## src/rtl/vga_pkg.sv

```systemverilog
// Shared encodings and widths for the VGA display path.
package vga_pkg;

    typedef enum logic [1:0] {
        MODE_SOLID   = 2'd0,
        MODE_PATTERN = 2'd1,
        MODE_SNOW    = 2'd2,
        MODE_AUTO    = 2'd3
    } mode_e;

    localparam int COLOR_W      = 8;
    localparam int COORD_W      = 10;
    localparam int V_ACTIVE_DEF = 480;

    function automatic mode_e next_mode(mode_e m);
        case (m)
            MODE_SOLID:   return MODE_PATTERN;
            MODE_PATTERN: return MODE_SNOW;
            MODE_SNOW:    return MODE_AUTO;
            default:      return MODE_SOLID;
        endcase
    endfunction

endpackage

```

## src/rtl/button_debounce.sv

```systemverilog
// Synchronises a raw button, debounces it and emits a one-cycle pulse on
// each accepted rising edge. Releases produce no pulse.
module button_debounce #(
    parameter int DEBOUNCE_CYCLES = 250000
) (
    input  logic clk,
    input  logic rst_n,
    input  logic button_i,
    output logic press_o
);

    localparam int CW = (DEBOUNCE_CYCLES > 1) ? $clog2(DEBOUNCE_CYCLES) : 1;
    localparam logic [CW-1:0] CNT_LAST = CW'(DEBOUNCE_CYCLES - 1);

    logic [1:0]    sync_q, sync_d;
    logic [CW-1:0] cnt_q, cnt_d;
    logic          deb_q, deb_d;
    logic          press_q, press_d;
    logic          flip;

    // Counter only runs while the synchronised level disagrees with the
    // accepted level; any agreement restarts the stability window.
    always_comb begin
        sync_d  = {sync_q[0], button_i};
        flip    = (sync_q[1] != deb_q) && (cnt_q == CNT_LAST);
        cnt_d   = (sync_q[1] == deb_q || flip) ? '0 : cnt_q + 1'b1;
        deb_d   = deb_q ^ flip;
        press_d = flip && !deb_q;
    end

    always_ff @(posedge clk or negedge rst_n) begin
        if (!rst_n) begin
            sync_q  <= '0;
            cnt_q   <= '0;
            deb_q   <= 1'b0;
            press_q <= 1'b0;
        end else begin
            sync_q  <= sync_d;
            cnt_q   <= cnt_d;
            deb_q   <= deb_d;
            press_q <= press_d;
        end
    end

    assign press_o = press_q;

endmodule

```

## src/rtl/vga_mode_sequencer.sv

```systemverilog
// Frame-synchronous display mode sequencer: debounced button advances the
// mode at frame boundaries, switches are latched per frame, pixels arbitrated.
module vga_mode_sequencer
    import vga_pkg::*;
#(
    parameter int                 DEBOUNCE_CYCLES = 250000,
    parameter int                 AUTO_FRAMES     = 60,
    parameter int                 V_ACTIVE        = V_ACTIVE_DEF,
    parameter logic [COLOR_W-1:0] TRANSPARENT     = 8'h00
) (
    input  logic               clk,
    input  logic               rst_n,
    input  logic               button_i,
    input  logic [COLOR_W-1:0] switches_i,
    input  logic               req_i,
    input  logic [COORD_W-1:0] col_i,
    input  logic [COORD_W-1:0] row_i,
    input  logic [COLOR_W-1:0] pattern_color_i,
    input  logic [COLOR_W-1:0] snow_color_i,
    output logic [COLOR_W-1:0] color_out_o,
    output logic               color_valid_o,
    output logic [1:0]         mode_o,
    output logic [COLOR_W-1:0] cfg_switches_o,
    output logic               frame_tick_o
);

    localparam int ACW = (AUTO_FRAMES > 1) ? $clog2(AUTO_FRAMES) : 1;
    localparam logic [ACW-1:0]     AUTO_LAST = ACW'(AUTO_FRAMES - 1);
    localparam logic [COORD_W-1:0] V_ROW     = COORD_W'(V_ACTIVE);

    logic               press;
    mode_e              mode_q, mode_d;
    mode_e              auto_sel_q, auto_sel_d;
    logic [ACW-1:0]     auto_cnt_q, auto_cnt_d;
    logic               pending_q, pending_d;
    logic [COLOR_W-1:0] cfg_q, cfg_d;
    logic [COORD_W-1:0] row_q;
    logic               tick_q, tick_d;
    logic [COLOR_W-1:0] color_q, color_d;
    logic               valid_q;
    mode_e              eff_mode;
    logic [COLOR_W-1:0] sel_color;

    // Sources own their spatial logic; the column is not needed here.
    logic unused_col;
    assign unused_col = ^col_i;

    button_debounce #(
        .DEBOUNCE_CYCLES(DEBOUNCE_CYCLES)
    ) u_btn (
        .clk     (clk),
        .rst_n   (rst_n),
        .button_i(button_i),
        .press_o (press)
    );

    assign tick_d = (row_i == V_ROW) && (row_q != V_ROW);

    always_comb begin
        mode_d     = mode_q;
        auto_sel_d = auto_sel_q;
        auto_cnt_d = auto_cnt_q;
        cfg_d      = cfg_q;
        if (tick_q) begin
            cfg_d = switches_i;
            if (pending_q) begin
                mode_d     = next_mode(mode_q);
                auto_cnt_d = '0;
                auto_sel_d = MODE_SOLID;
            end else if (mode_q == MODE_AUTO) begin
                if (auto_cnt_q == AUTO_LAST) begin
                    auto_cnt_d = '0;
                    auto_sel_d = (auto_sel_q == MODE_SNOW) ? MODE_SOLID : next_mode(auto_sel_q);
                end else begin
                    auto_cnt_d = auto_cnt_q + 1'b1;
                end
            end
        end
        // A press coinciding with the boundary survives into the next frame.
        if (press) begin
            pending_d = 1'b1;
        end else if (tick_q) begin
            pending_d = 1'b0;
        end else begin
            pending_d = pending_q;
        end
    end

    always_comb begin
        eff_mode = (mode_q == MODE_AUTO) ? auto_sel_q : mode_q;
        case (eff_mode)
            MODE_SOLID:   sel_color = cfg_q;
            MODE_PATTERN: sel_color = pattern_color_i;
            default:      sel_color = (snow_color_i != TRANSPARENT) ? snow_color_i : pattern_color_i;
        endcase
        color_d = req_i ? sel_color : '0;
    end

    always_ff @(posedge clk or negedge rst_n) begin
        if (!rst_n) begin
            mode_q     <= MODE_SOLID;
            auto_sel_q <= MODE_SOLID;
            auto_cnt_q <= '0;
            pending_q  <= 1'b0;
            cfg_q      <= '0;
            row_q      <= '0;
            tick_q     <= 1'b0;
            color_q    <= '0;
            valid_q    <= 1'b0;
        end else begin
            mode_q     <= mode_d;
            auto_sel_q <= auto_sel_d;
            auto_cnt_q <= auto_cnt_d;
            pending_q  <= pending_d;
            cfg_q      <= cfg_d;
            row_q      <= row_i;
            tick_q     <= tick_d;
            color_q    <= color_d;
            valid_q    <= req_i;
        end
    end

    assign color_out_o    = color_q;
    assign color_valid_o  = valid_q;
    assign mode_o         = mode_q;
    assign cfg_switches_o = cfg_q;
    assign frame_tick_o   = tick_q;

endmodule

```

## config.mk

```make
export PLATFORM = sky130hd
export DESIGN_NAME = vga_mode_sequencer
export DESIGN_NICKNAME = d
export VERILOG_FILES = /design/src/rtl/vga_pkg.sv /design/src/rtl/button_debounce.sv /design/src/rtl/vga_mode_sequencer.sv
export SDC_FILE = /design/constraint.sdc
export NUM_CORES = 1
export LEC_CHECK = 0
export CAP_MARGIN = 10
export CORE_MARGIN = 5
export CORE_UTILIZATION = 28
export DETAILED_ROUTE_END_ITERATION = 10
export GPL_ROUTABILITY_DRIVEN = 0
export HOLD_SLACK_MARGIN = 0.03
export PLACE_DENSITY = 0.61
export SLEW_MARGIN = 5
export SYNTH_ARGS = -nofsm -noshare
export SYNTH_HDL_FRONTEND = slang
export SYNTH_SLANG_ARGS = --single-unit
```

## constraint.sdc

```tcl
create_clock -name clk -period 3.4 [get_ports clk]
set_clock_uncertainty 0.2 [all_clocks]
set_input_delay 0.34 -clock clk [delete_from_list [all_inputs] [get_ports clk]]
set_output_delay 0.34 -clock clk [all_outputs]
set_load 0.02 [all_outputs]
```

# --- Word-level counts from Yosys, hierarchy flattened ---
# Cells that the tools add are included.
word_totals:
  in_bits: 48
  word_cells: 59
  ff_bits: 61
  out_inout_bits: 20
classes:
  eq_ne: 12
  reduce_logical: 15
  n_addsub: 2
  mux: 16
  bitwise: 1
op_table:
  columns: ["op", "count"]
  rows:
  - ["$add 18x1->18 const B", 1]
  - ["$eq 18x18->1 const B", 1]
  - ["$mux 18", 1]
  - ["$mux 6", 3]
  - ["$mux 8", 2]
  - ["$pmux 8 s2", 1]
  - ["$eq 10x9->1 const B", 1]
  - ["$mux 2", 5]
  - ["$ne 10x9->1 const B", 1]
  - ["$reduce_bool 8->1", 1]
  - ["$add 6x1->6 const B", 1]
  - ["$eq 2x1->1 const B", 3]
  - ["$eq 2x2->1 const B", 3]
  - ["$eq 6x6->1 const B", 1]
  - ["$logic_not 2->1", 3]
  - ["$pmux 2 s3", 1]
  - ["$reduce_bool 2->1", 3]
  - ["$pmux 2 s2", 1]
  - ["$reduce_and 2->1", 2]
  - ["$logic_and 1x1->1", 3]
  - ["$reduce_and 3->1", 1]
  - ["$mux 1", 2]
  - ["$eq 1x1->1", 1]
  - ["$logic_not 1->1", 1]
  - ["other kinds (3)", 3]

# --- Logic depth before layout (Yosys ltp) ---
# Gate-level depths: netlist of the first run.
logic_depth:
  depth_word: 6
  depth_mapped: 6
  depth_no_buf: 5

# --- By module ---
# A second synthesis of the first run with hierarchy kept.
unflattened:
  hier_cells: 272
  area_unflattened_um2: 2911.5
by_module_without_submodules:
  columns: ["module", "seq_area_each_um2", "n_inst", "area_per_inst_um2", "cells_per_inst"]
  rows:
  - ["vga_mode_sequencer", 975.9, 1, 1888.1, 175]
  - ["button_debounce", 550.5, 1, 1023.5, 97]

# --- Worst setup path before layout of the first run ---
# OpenSTA, ideal clock, no wires.
synth_timing:
  path_type: "register to register"
  start: "register mode_q[1] (netlist: mode_o[1])"
  end: "register color_q[6] (netlist: color_out_o[6])"
  t_required_ns: 3.133
  path_stages_with_launch: 7
  slack_ns: 1.204
  t_arrival_ns: 1.929
  synth_period_minus_slack_ns: 2.196
  n_path_buf: 1
  setup_time_ns: 0.067
  cell_sequence: "dfrtp_1 -> ha_1 -> mux2_2 -> buf_2 -> nor2_1 -> a22o_1 -> a22o_1"
synth_between:
  elab_chain_len: 5
  elab_cells_between_ends: 6
  classes_between: "eq/ne: 2; mux: 3; reduce/logical: 1"
synth_lines:
  columns: ["element", "line_no", "text"]
  rows:
  - ["start: declaration", "vga_mode_sequencer.sv:32", "mode_e mode_q, mode_d;"]
  - ["start signal: assignment", "vga_mode_sequencer.sv:111", "mode_q <= mode_d;"]
  - ["$eq 2x2->1", "vga_mode_sequencer.sv:90", "eff_mode = (mode_q == MODE_AUTO) ? auto_sel_q : mode_q;"]
  - ["$mux 2 *", "vga_mode_sequencer.sv:90", null]
  - ["$eq 2x1->1 / $logic_not 2->1 (equally long branches)", "vga_mode_sequencer.sv:91", "case (eff_mode)"]
  - ["$pmux 8 s2 *", "vga_mode_sequencer.sv:91", null]
  - ["$mux 8 *", "vga_mode_sequencer.sv:96", "color_d = req_i ? sel_color : '0;"]
  - ["named net color_d[6]", "vga_mode_sequencer.sv:39", "logic [COLOR_W-1:0] color_q, color_d;"]
  - ["end signal: assignment", "vga_mode_sequencer.sv:118", "color_q <= color_d;"]
  - ["end: declaration", "vga_mode_sequencer.sv:39", null]
# The timed path passes the listed nets; every way through them passes the cells marked *.
# A chain may end at the register's enable or synchronous reset.

# --- Worst setup path after layout of the first run ---
layout_timing:
  start: "register mode_q[1] (netlist: mode_o[1])"
  end: "register color_q[5] (netlist: color_out_o[5])"
# The elaborated chain is that of the path after synthesis.

==> metrics.cfg, run 1 <==
[min_path]
hold_depth=0
hold_path_class=reg2reg

[clock_tree]
clock_latency_ns=0.34
clk_path_buf_depth=2
cts_buffers=9
clkTransAtPathRegs_ns=0.07
postCtsSetupBuffers=0
ctsRootBufferMaster=clkbuf_8
cts-htree-levels=3
post_cts_resized=0
cts_tree=built
cts.sinks=61

[logic_synthesis]
syn-instance-count=222
synth.distinct_cells=45
yosysSeqAreaShare_pct=56.64
ys_warn_count=0
ys.flop_type=dfrtp_1
synth.area.top_cells=dfrtp_1 (57%), mux2_2 (5.4%), a22o_1 (5.2%)
synth_edf_count=0
synth_top_area_share_pct=56.64
async_flop_share_pct=100.0
syn_nets=275
synthesis.area_um2=2695
syn_area_per_cell_um2=12.14
yosys_register_bits=61
synth_area_leader_cell=dfrtp_1

[run]
maxCapViolCount=0

[routing]
routed_wl_um=5654
ant_nets=0
vias=1951
drtPass1Iterations=4
drc=0
drt_iter0_drc=47
via_per_inst=4.656
wl_per_cell_um=13.49

[floorplanning]
ioPinCount=68
die_area_um2=11690
die_h_um=108.1
dieWidth_um=108.1
core_um2=9328
fp-row-count=35
initial_core_util_pct=28.89

[finish]
final_net_count=339
area_delta_synth_final_pct=33.70
num_antenna_cells=0
nFillCells=900
drive_gt1_share_pct=12.76

[grt]
grt_max_degree=42
antenna_found_initial=0
grt_pass1_vias=1880
grt_pass1_wl_um=9259
grt_usage_pct=10.29
grt.overflow.total=0

[timing]
post-route-period-util_pct=69.65
setup_tns_ns=0
fin_ws_ns=1.032
slew_viol_final=0
rsz0062_at_grt=no
fin_crit_ns=2.368
final-hold-violation-count=0
fmax_mhz=422.3
setup_viol=0
max_slew_margin_pct=38.97
worst_pin_slew_ns=0.9124

[worst_setup_path]
cp_max_fo=11
cp.required_ns=3.47
critPathCaptureType=register
crit_chain=ha_1 -> mux2_2 -> nand2b_1 -> a21boi_1 -> a22o_1
cp_slowest_cell=mux2_2
cpPeakStageDelay_ns=0.47
critical_path_class=reg2reg
critPathArrivalTime_ns=2.44
reg2regPathDepth=5
start_kind=register

[run_status]
outcome=completed

[place]
port_buffers=57
dp_hpwl_um=4025
dpl_worst_slack_ns=1.038

[power_and_ir_drop]
power_density_nw_per_um2=414.0
ir_worst_vdd_v=0.0001775
power_leakage_uw=0.001543

-- routing by layer --
layer / global-route usage [%] / vias to the layer above / routed length, µm
met2: 15.67 / 52 / 2679
met3: 4.060 / 8 / 361
met5: 0 / - / 0
met1: 12.91 / 942 / 2529
li1: - / 949 / -
met4: 4.599 / 0 / 83
-- repair_timing --
item,in CTS,in global routing
hold buffers,1,0
endpoints found under the hold margin,40,0
setup endpoints to repair,0,0
-- sequential cells by signal (all words and copies together), names as in the netlist, named ones only --
register        flops
u_btn.sync_q        2
u_btn.cnt_q        18
auto_sel_q          2
pending_q           1
u_btn.press_o       1
color_out_o         8
mode_o              2
color_valid_o       1
auto_cnt_q          6
frame_tick_o        1
row_q              10
cfg_switches_o      8
-- critical path, delay by kind of cell (launching register included) --
| family | cells | cell delay [ns] |
|---|---|---|
| AOI/OAI and AO/OA | 2 | 0.70 |
| adders and majority gates | 1 | 0.34 |
| DFF | 1 | 0.42 |
| muxes | 1 | 0.47 |
| and+or+nand+nor | 1 | 0.17 |
-- cell type report --
class | count | area (µm²) | share of cell area (%)
clock buffers | 11 | 151.4 | 4.201
clock inverters | 4 | 47.55 | 1.319
inverters | 3 | 11.26 | 0.3125
multi-input cells | 152 | 1122 | 31.15
flip-flops and latches | 61 | 1526 | 42.36
well taps | 129 | 161.4 | 4.479
repair buffers | 59 | 583.1 | 16.18
-- report_power, final --
group,total (µW),switching (µW),internal (µW),leakage (µW)
logic,95.8,39.9,55.9,0.000623
clock network,648,277,372,0.000101
registers,748,7.69,740,0.000819
-- Yosys cell counts, drive strengths merged (2+ instances only) --
| master | n |
|---|---|
| xor2 | 12 |
| nor4 | 8 |
| o31ai | 2 |
| a22o | 16 |
| xnor2 | 4 |
| ha | 5 |
| and4b | 2 |
| mux2 | 14 |
| buf | 5 |
| nand4b | 2 |
| dfrtp | 61 |
| nor3b | 3 |
| nand2b | 2 |
| and4 | 3 |
| a31oi | 2 |
| nand3 | 10 |
| nand2 | 13 |
| o21ai | 8 |
| nand4 | 8 |
| or4 | 2 |
| nor2 | 19 |
| inv | 3 |
| a21oi | 5 |
-- cells by family (layout without fill, tap and decap cells) --
group | count (synthesis) | in the layout | synth area share, %
and+or+nand+nor | 80 | 80 | 17.60
xor gates and xnor gates | 16 | 16 | 5.199
AOI/OAI and AO/OA | 37 | 37 | 10.54
buffers and inverters | 9 | 77 | 1.718
muxes | 14 | 14 | 5.989
adders and majority gates | 5 | 5 | 2.321
DFF | 61 | 61 | 56.64
-- cell usage in the layout (no fill, tap or decap), types with 2 or more instances in the layout --
| cell type | synthesis | layout |
|---|---|---|
| and4_1 | 3 | 3 |
| clkdlybuf4s50_1 | 0 | 56 |
| nor2_1 | 19 | 19 |
| o21ai_0 | 7 | 7 |
| nand4_1 | 7 | 7 |
| nor4_1 | 7 | 7 |
| nor3b_1 | 3 | 3 |
| a22o_1 | 16 | 16 |
| a31oi_1 | 2 | 2 |
| o31ai_1 | 2 | 2 |
| clkinv_2 | 0 | 2 |
| and4b_1 | 2 | 2 |
| xnor2_1 | 4 | 4 |
| clkbuf_8 | 0 | 11 |
| nand2b_1 | 2 | 2 |
| ha_1 | 5 | 5 |
| xor2_1 | 12 | 12 |
| dfrtp_1 | 61 | 61 |
| mux2_2 | 13 | 13 |
| nand3_1 | 10 | 10 |
| inv_1 | 3 | 3 |
| nand4b_1 | 2 | 2 |
| a21oi_1 | 5 | 5 |
| nand2_1 | 12 | 12 |
-- path summary, 6_finish.rpt --
kind                                  from         endpoint  slack, ns
max in group asynchronous            rst_n  u_btn.cnt_q[14]       1.66
min in group asynchronous            rst_n        mode_o[0]       0.47
setup / recovery                 mode_o[1]   color_out_o[5]       1.03
hold reg to reg            u_btn.sync_q[0]  u_btn.sync_q[1]       0.15
hold / removal             u_btn.sync_q[0]  u_btn.sync_q[1]       0.15
setup reg to reg                 mode_o[1]   color_out_o[5]       1.03
-- stage by stage --
step,std cells,utilization (%),instance area [µm²],total power [µW],hold slack [ns]
floorplan,222,-,2695,783.7,-0.1556
global placement,403,36.39,3395,857.5,0.1366
detailed placement,403,36.39,3395,858.3,0.1413
CTS,419,38.63,3603,1515,0.1556
global route,419,38.63,3603,1559,0.1678
finish,419,38.63,3603,1492,0.1524
Note: power is estimated with default switching activity, not from simulation.
==> inputs of run 2 (changes only) <==
- PLACE_DENSITY: 0.61 -> 0.62
- clock period: 3.4 -> 2 ns (I/O delays scaled with it)
==> metrics.cfg, run 2 (synthesis results as in run 1) <==
[timing]
timing.hold.ws_ns=0.09938  ; was 0.1524 ns
max_slew_margin_pct=75.91  ; was 38.97%
setup_viol=0  ; unchanged
rsz0062_at_grt=yes  ; was no
final-hold-violation-count=0  ; unchanged
fin_crit_ns=1.938  ; was 2.368 ns
setup_tns_ns=0  ; unchanged
fmax_mhz=515.9  ; was 422.3 MHz
post-route-period-util_pct=96.91  ; was 69.65%
slew_viol_final=0  ; unchanged
worst_pin_slew_ns=0.3581  ; was 0.9124 ns

[worst_setup_path]
r2r-start=u_btn.cnt_q[10]  ; was mode_o[1]
critPathArrivalTime_ns=1.96  ; was 2.44 ns
reg2regPathDepth=4  ; was 5
start_kind=register  ; unchanged
critPathCaptureType=register  ; unchanged
cp_slowest_cell=or4_4  ; was mux2_2
critical_path_class=reg2reg  ; unchanged
startpoint=u_btn.cnt_q[10]  ; was mode_o[1]
cp.required_ns=2.02  ; was 3.47 ns
r2r_setup_slack_ns=0.06  ; was 1.03 ns
crit_chain=nor4b_2 -> nand2_2 -> or4_4 -> mux2_4  ; was ha_1 -> mux2_2 -> nand2b_1 -> a21boi_1 -> a22o_1
cp_max_fo=3  ; was 11
cpPeakStageDelay_ns=0.51  ; was 0.47 ns

[floorplanning]
initial_core_util_pct=28.89  ; unchanged
die_h_um=108.1  ; unchanged
ioPinCount=68  ; unchanged
dieWidth_um=108.1  ; unchanged
core_um2=9328  ; unchanged
die_area_um2=11690  ; unchanged
fp-row-count=35  ; unchanged

[clock_tree]
cts.sinks=61  ; unchanged
clkTransAtPathRegs_ns=0.06  ; was 0.07 ns
cts_tree=built  ; unchanged
cts_buffers=9  ; unchanged
clock_latency_ns=0.34  ; about the same
clk_path_buf_depth=2  ; unchanged
cts-htree-levels=3  ; unchanged
ctsRootBufferMaster=clkbuf_8  ; unchanged

[finish]
final_common_cell=dfrtp_1  ; unchanged
area_delta_synth_final_pct=41.64  ; was 33.70%
num_antenna_cells=0  ; unchanged
final_cell_mix=dfrtp_1 (59), clkdlybuf4s50_1 (56), buf_4 (22)  ; was dfrtp_1 (61), clkdlybuf4s50_1 (56), nor2_1 (19)
fin_util_pct=40.93  ; was 38.63%
top_register=u_btn.cnt_q  ; unchanged
drive_gt1_share_pct=21.09  ; was 12.76%
top_regs=u_btn.cnt_q: 18 flops, row_q: 10 flops  ; unchanged
largest_register_ffs=18  ; unchanged
final_cell_area_um2=3817  ; was 3603 µm²
final_net_count=362  ; was 339

[grt]
grt.overflow.total=0  ; unchanged
grt_max_degree=62  ; was 42
grt_pass1_wl_um=9653  ; was 9259 µm
antenna_found_initial=0  ; unchanged
grt_usage_pct=10.60  ; was 10.29%
grt_pass1_vias=2008  ; was 1880

[routing]
via_per_inst=4.647  ; was 4.656
drtPass1Iterations=4  ; unchanged
wl_per_cell_um=13.30  ; was 13.49 µm
ant_nets=0  ; unchanged
drt_iter0_drc=51  ; was 47
drc=0  ; unchanged
routed_wl_um=5880  ; was 5654 µm
vias=2054  ; was 1951

[power_and_ir_drop]
power_leakage_uw=0.001664  ; was 0.001543 µW
power_density_nw_per_um2=645.7  ; was 414.0 nW/µm²
ir_worst_vdd_v=0.0002838  ; was 0.0001775 V

[run]
maxCapViolCount=0  ; unchanged

[place]
dp_hpwl_um=4392  ; was 4025 µm
port_buffers=57  ; unchanged
dpl_cell_area_um2=3596  ; was 3395 µm²

[min_path]
min_from=button_i  ; was u_btn.sync_q[0]
hold_path_class=in2reg  ; was reg2reg

[run_status]
outcome=completed  ; unchanged

## run 2: how the worst min path moves through the flow
| stage | to | slack [ns] | cells past startpoint |
|---|---|---|---|
| floorplan | asynchronous set/reset pin | -0.30 | 0 |
| global placement | u_btn.cnt_q[7] | 0.03 | 2 |
| detailed placement | u_btn.cnt_q[6] | 0.03 | 2 |
| CTS | u_btn.sync_q[0] | 0.08 | 1 |
| global route | u_btn.sync_q[0] | 0.07 | 1 |
| finish | u_btn.sync_q[0] | 0.1 | 1 |
## run 2: area by class of cell
type,instances,area (µm²)
fillers,899,5510
flip-flops and latches,61,1529
multi-input cells,152,1155
repair buffers,82,780.7
well taps,129,161.4
clock buffers,10,127.6
clock inverters,5,52.55
inverters,3,11.26
## run 2: repair_timing
item | CTS | global route
pin swaps | 0 | 5
setup buffers | 0 | 1
hold buffers | 1 | 0
hold endpoints to repair | 61 | 0
setup endpoints to repair | 5 | 22
resized for setup | 1 | 4
## run 2: layer usage
layer | global-route usage [%] | share of wire [%]
met1 | 13.64 | 44
met2 | 16.34 | 48
met3 | 3.821 | 6.2
met4 | 4.058 | 1.2
met5 | 0 | 0
## run 2: where the power goes
| group | switching (µW) | internal [µW] | leakage [µW] |
|---|---|---|---|
| Sequential | 13.0 | 1260 | 0.000815 |
| Clock | 457 | 561 | 0.0000919 |
| Combinational | 70.0 | 105 | 0.000757 |
## run 2: critical path, delay by kind of cell (launching register included)
kind	cells	cell delay, ns
flip-flops	1	0.40
multiplexers	1	0.31
AND/OR/NAND/NOR	3	0.91
## run 2: per-stage QoR
stage	instances	power [µW]	setup slack (ns)
2_1_floorplan	222	1332	0.003590
3_3_place_gp	425	1469	0.02924
3_5_place_dp	425	1471	0.01720
4_1_cts	441	2503	0.02201
5_1_grt	442	2580	-0.02109
6_report	442	2465	0.06172
==> inputs of run 3 (changes only) <==
- CORE_MARGIN: 5 -> not set
==> metrics.cfg, run 3 (synthesis results as in run 1) <==
[run_status]
outcome=completed  ; unchanged

[clock_tree]
clock_latency_ns=0.34  ; about the same
clkTransAtPathRegs_ns=0.07  ; was 0.06 ns
ctsRootBufferMaster=clkbuf_8  ; unchanged
postCtsSetupBuffers=0  ; unchanged
cts_buffers=9  ; unchanged
clk_path_buf_depth=2  ; unchanged
cts-htree-levels=3  ; unchanged
cts.sinks=61  ; unchanged
cts_tree=built  ; unchanged

[grt]
use_met2_pct=21.64  ; was 16.34%
grt.overflow.total=0  ; unchanged
grtUsageMet3_pct=4.318  ; was 3.821%
grt_pass1_vias=2111  ; was 2008
grt_pass1_wl_um=9984  ; was 9653 µm
grt_use_met1_pct=15.58  ; was 13.64%
antenna_found_initial=0  ; unchanged
grt_max_degree=22  ; was 62
grt_busiest_layer=met2  ; unchanged
grt_usage_pct=12.81  ; was 10.60%

[finish]
largest_register_ffs=18  ; unchanged
area_delta_synth_final_pct=42.34  ; was 41.64%
nFillCells=897  ; was 899
drive_gt1_share_pct=22.04  ; was 21.09%
top_regs=u_btn.cnt_q: 18 flops, row_q: 10 flops  ; unchanged
final_net_count=361  ; was 362
fin_util_pct=41.32  ; was 40.93%
top_register=u_btn.cnt_q  ; unchanged
final_cell_mix=dfrtp_1 (56), clkdlybuf4s50_1 (56), buf_4 (21)  ; was dfrtp_1 (59), clkdlybuf4s50_1 (56), buf_4 (22)
num_antenna_cells=0  ; unchanged

[floorplanning]
die_h_um=100.1  ; was 108.1 µm
dieWidth_um=100.1  ; was 108.1 µm
initial_core_util_pct=29.03  ; was 28.89%
core_um2=9284  ; was 9328 µm²
die_area_um2=10020  ; was 11690 µm²
fp-row-count=35  ; unchanged
ioPinCount=68  ; unchanged

[power_and_ir_drop]
sw_frac_of_total_pct=21.95  ; was 21.91%
power_leakage_uw=0.001664  ; about the same
seqPwrFrac_pct=47.9  ; was 51.6%
power_density_nw_per_um2=691.3  ; was 645.7 nW/µm²
ir_worst_vdd_v=0.0004481  ; was 0.0002838 V
p_int_uw=2070  ; was 1925 µW
p_switching_uw=582.0  ; was 540.0 µW
power_frac_clock_pct=45.5  ; was 41.3%
p_comb_share_pct=6.7  ; was 7.1%

[routing]
vias=2025  ; was 2054
via_per_inst=4.581  ; was 4.647
ant_nets=0  ; unchanged
drt_iter0_drc=41  ; was 51
wl_per_cell_um=12.90  ; was 13.30 µm
routed_wl_um=5700  ; was 5880 µm
drtPass1Iterations=4  ; unchanged
drc=0  ; unchanged

[worst_setup_path]
crit_chain=nor4b_2 -> nand2_2 -> or4_4 -> mux2_4  ; unchanged
critical_path_class=reg2reg  ; unchanged
cp_max_fo=3  ; unchanged
cpPeakStageDelay_ns=0.54  ; was 0.51 ns
critPathArrivalTime_ns=1.99  ; was 1.96 ns
cp.required_ns=2.03  ; was 2.02 ns
start_kind=register  ; unchanged
path_buf_inv=0  ; unchanged
critPathCaptureType=register  ; unchanged
cp_slowest_cell=or4_4  ; unchanged
crit_family=simple AND/OR/NAND/NOR gates  ; unchanged

[place]
dpl_worst_slack_ns=0.01918  ; was 0.01720 ns
dp_hpwl_um=4306  ; was 4392 µm
port_buffers=57  ; unchanged

[timing]
slew_viol_final=0  ; unchanged
final-hold-violation-count=0  ; unchanged
fin_ws_ns=0.03227  ; was 0.06172 ns
post-route-period-util_pct=98.39  ; was 96.91%
fmax_mhz=508.2  ; was 515.9 MHz
setup_viol=0  ; unchanged
rsz0062_at_grt=yes  ; unchanged
fin_crit_ns=1.968  ; was 1.938 ns
max_slew_margin_pct=64.90  ; was 75.91%
worst_pin_slew_ns=0.5265  ; was 0.3581 ns

[min_path]
hold_path_class=in2reg  ; unchanged

[run]
maxCapViolCount=0  ; unchanged

[run 3: changes by cell type in the layout (fill, tap and decap cells not counted)]
cell	before	now
buf_12	2	1
buf_4	22	21
buf_6	0	1
bufinv_16	1	2
clkbuf_1	1	0
clkinv_2	3	1
clkinv_4	0	2
dfrtp_1	59	56
dfrtp_2	2	5
ha_1	3	4
ha_2	2	1
inv_6	0	1
nand4_2	0	1
nand4_4	1	0
[run 3: timing repair]
item | CTS | global route
hold buffers | 1 | 0
hold endpoints to repair | 40 | 0
gates resized for setup | 0 | 7
setup endpoints to repair | 0 | 20
[run 3: per-stage QoR]
step | cell area (µm²) | hold slack [ns] | instances | setup TNS [ns] | total power [µW]
finish | 3836 | 0.09970 | 442 | 0 | 2652
global route | 3836 | 0.09788 | 442 | -0.02934 | 2768
CTS | 3816 | 0.08601 | 442 | 0 | 2690
detailed placement | 3583 | -0.005129 | 425 | 0 | 1469
global placement | 3583 | -0.002870 | 425 | 0 | 1468
floorplan | 2706 | -0.2956 | 222 | 0 | 1332
[run 3: power by group through the flow]
stage	Sequential, µW	Combinational (µW)	Clock [µW]
3_5_place_dp	1290	175	0
4_1_cts	1270	178	1240
6_report	1270	176	1210
5_1_grt	1270	194	1300
2_1_floorplan	1300	30.8	0
3_3_place_gp	1290	176	0
[run 3: final timing paths]
check / to / cells past startpoint / slack [ns] / start
worst max-delay path: register / 4 / 0.03 / u_btn.cnt_q[8]
worst min-delay path: u_btn.sync_q[0] / 1 / 0.1 / button_i
worst max register to register: register / 4 / 0.03 / u_btn.cnt_q[8]
worst min register to register: u_btn.sync_q[1] / 0 / 0.15 / u_btn.sync_q[0]
max in group asynchronous: u_btn.cnt_q[5] / 3 / 0.74 / rst_n
min in group asynchronous: cfg_switches_o[0] / 2 / 0.18 / rst_n
[run 3: layout make-up]
cell class,instances,area (µm²),area share [%]
Timing Repair Buffer,81,764.5,19.93
Inverter,3,11.26,0.2935
Clock inverter,7,98.84,2.577
Tap cell,129,161.4,4.207
Clock buffer,9,123.9,3.229
Multi-Input combinational cell,152,1144,29.81
Sequential cell,61,1533,39.95
[run 3: metal layers]
layer | up-vias | routed length (µm) | share of wire [%]
met5 | - | 0 | 0
met4 | 0 | 58 | 1.0
met3 | 10 | 252 | 4.4
met2 | 40 | 2825 | 50
met1 | 987 | 2564 | 45
li1 | 988 | - | -
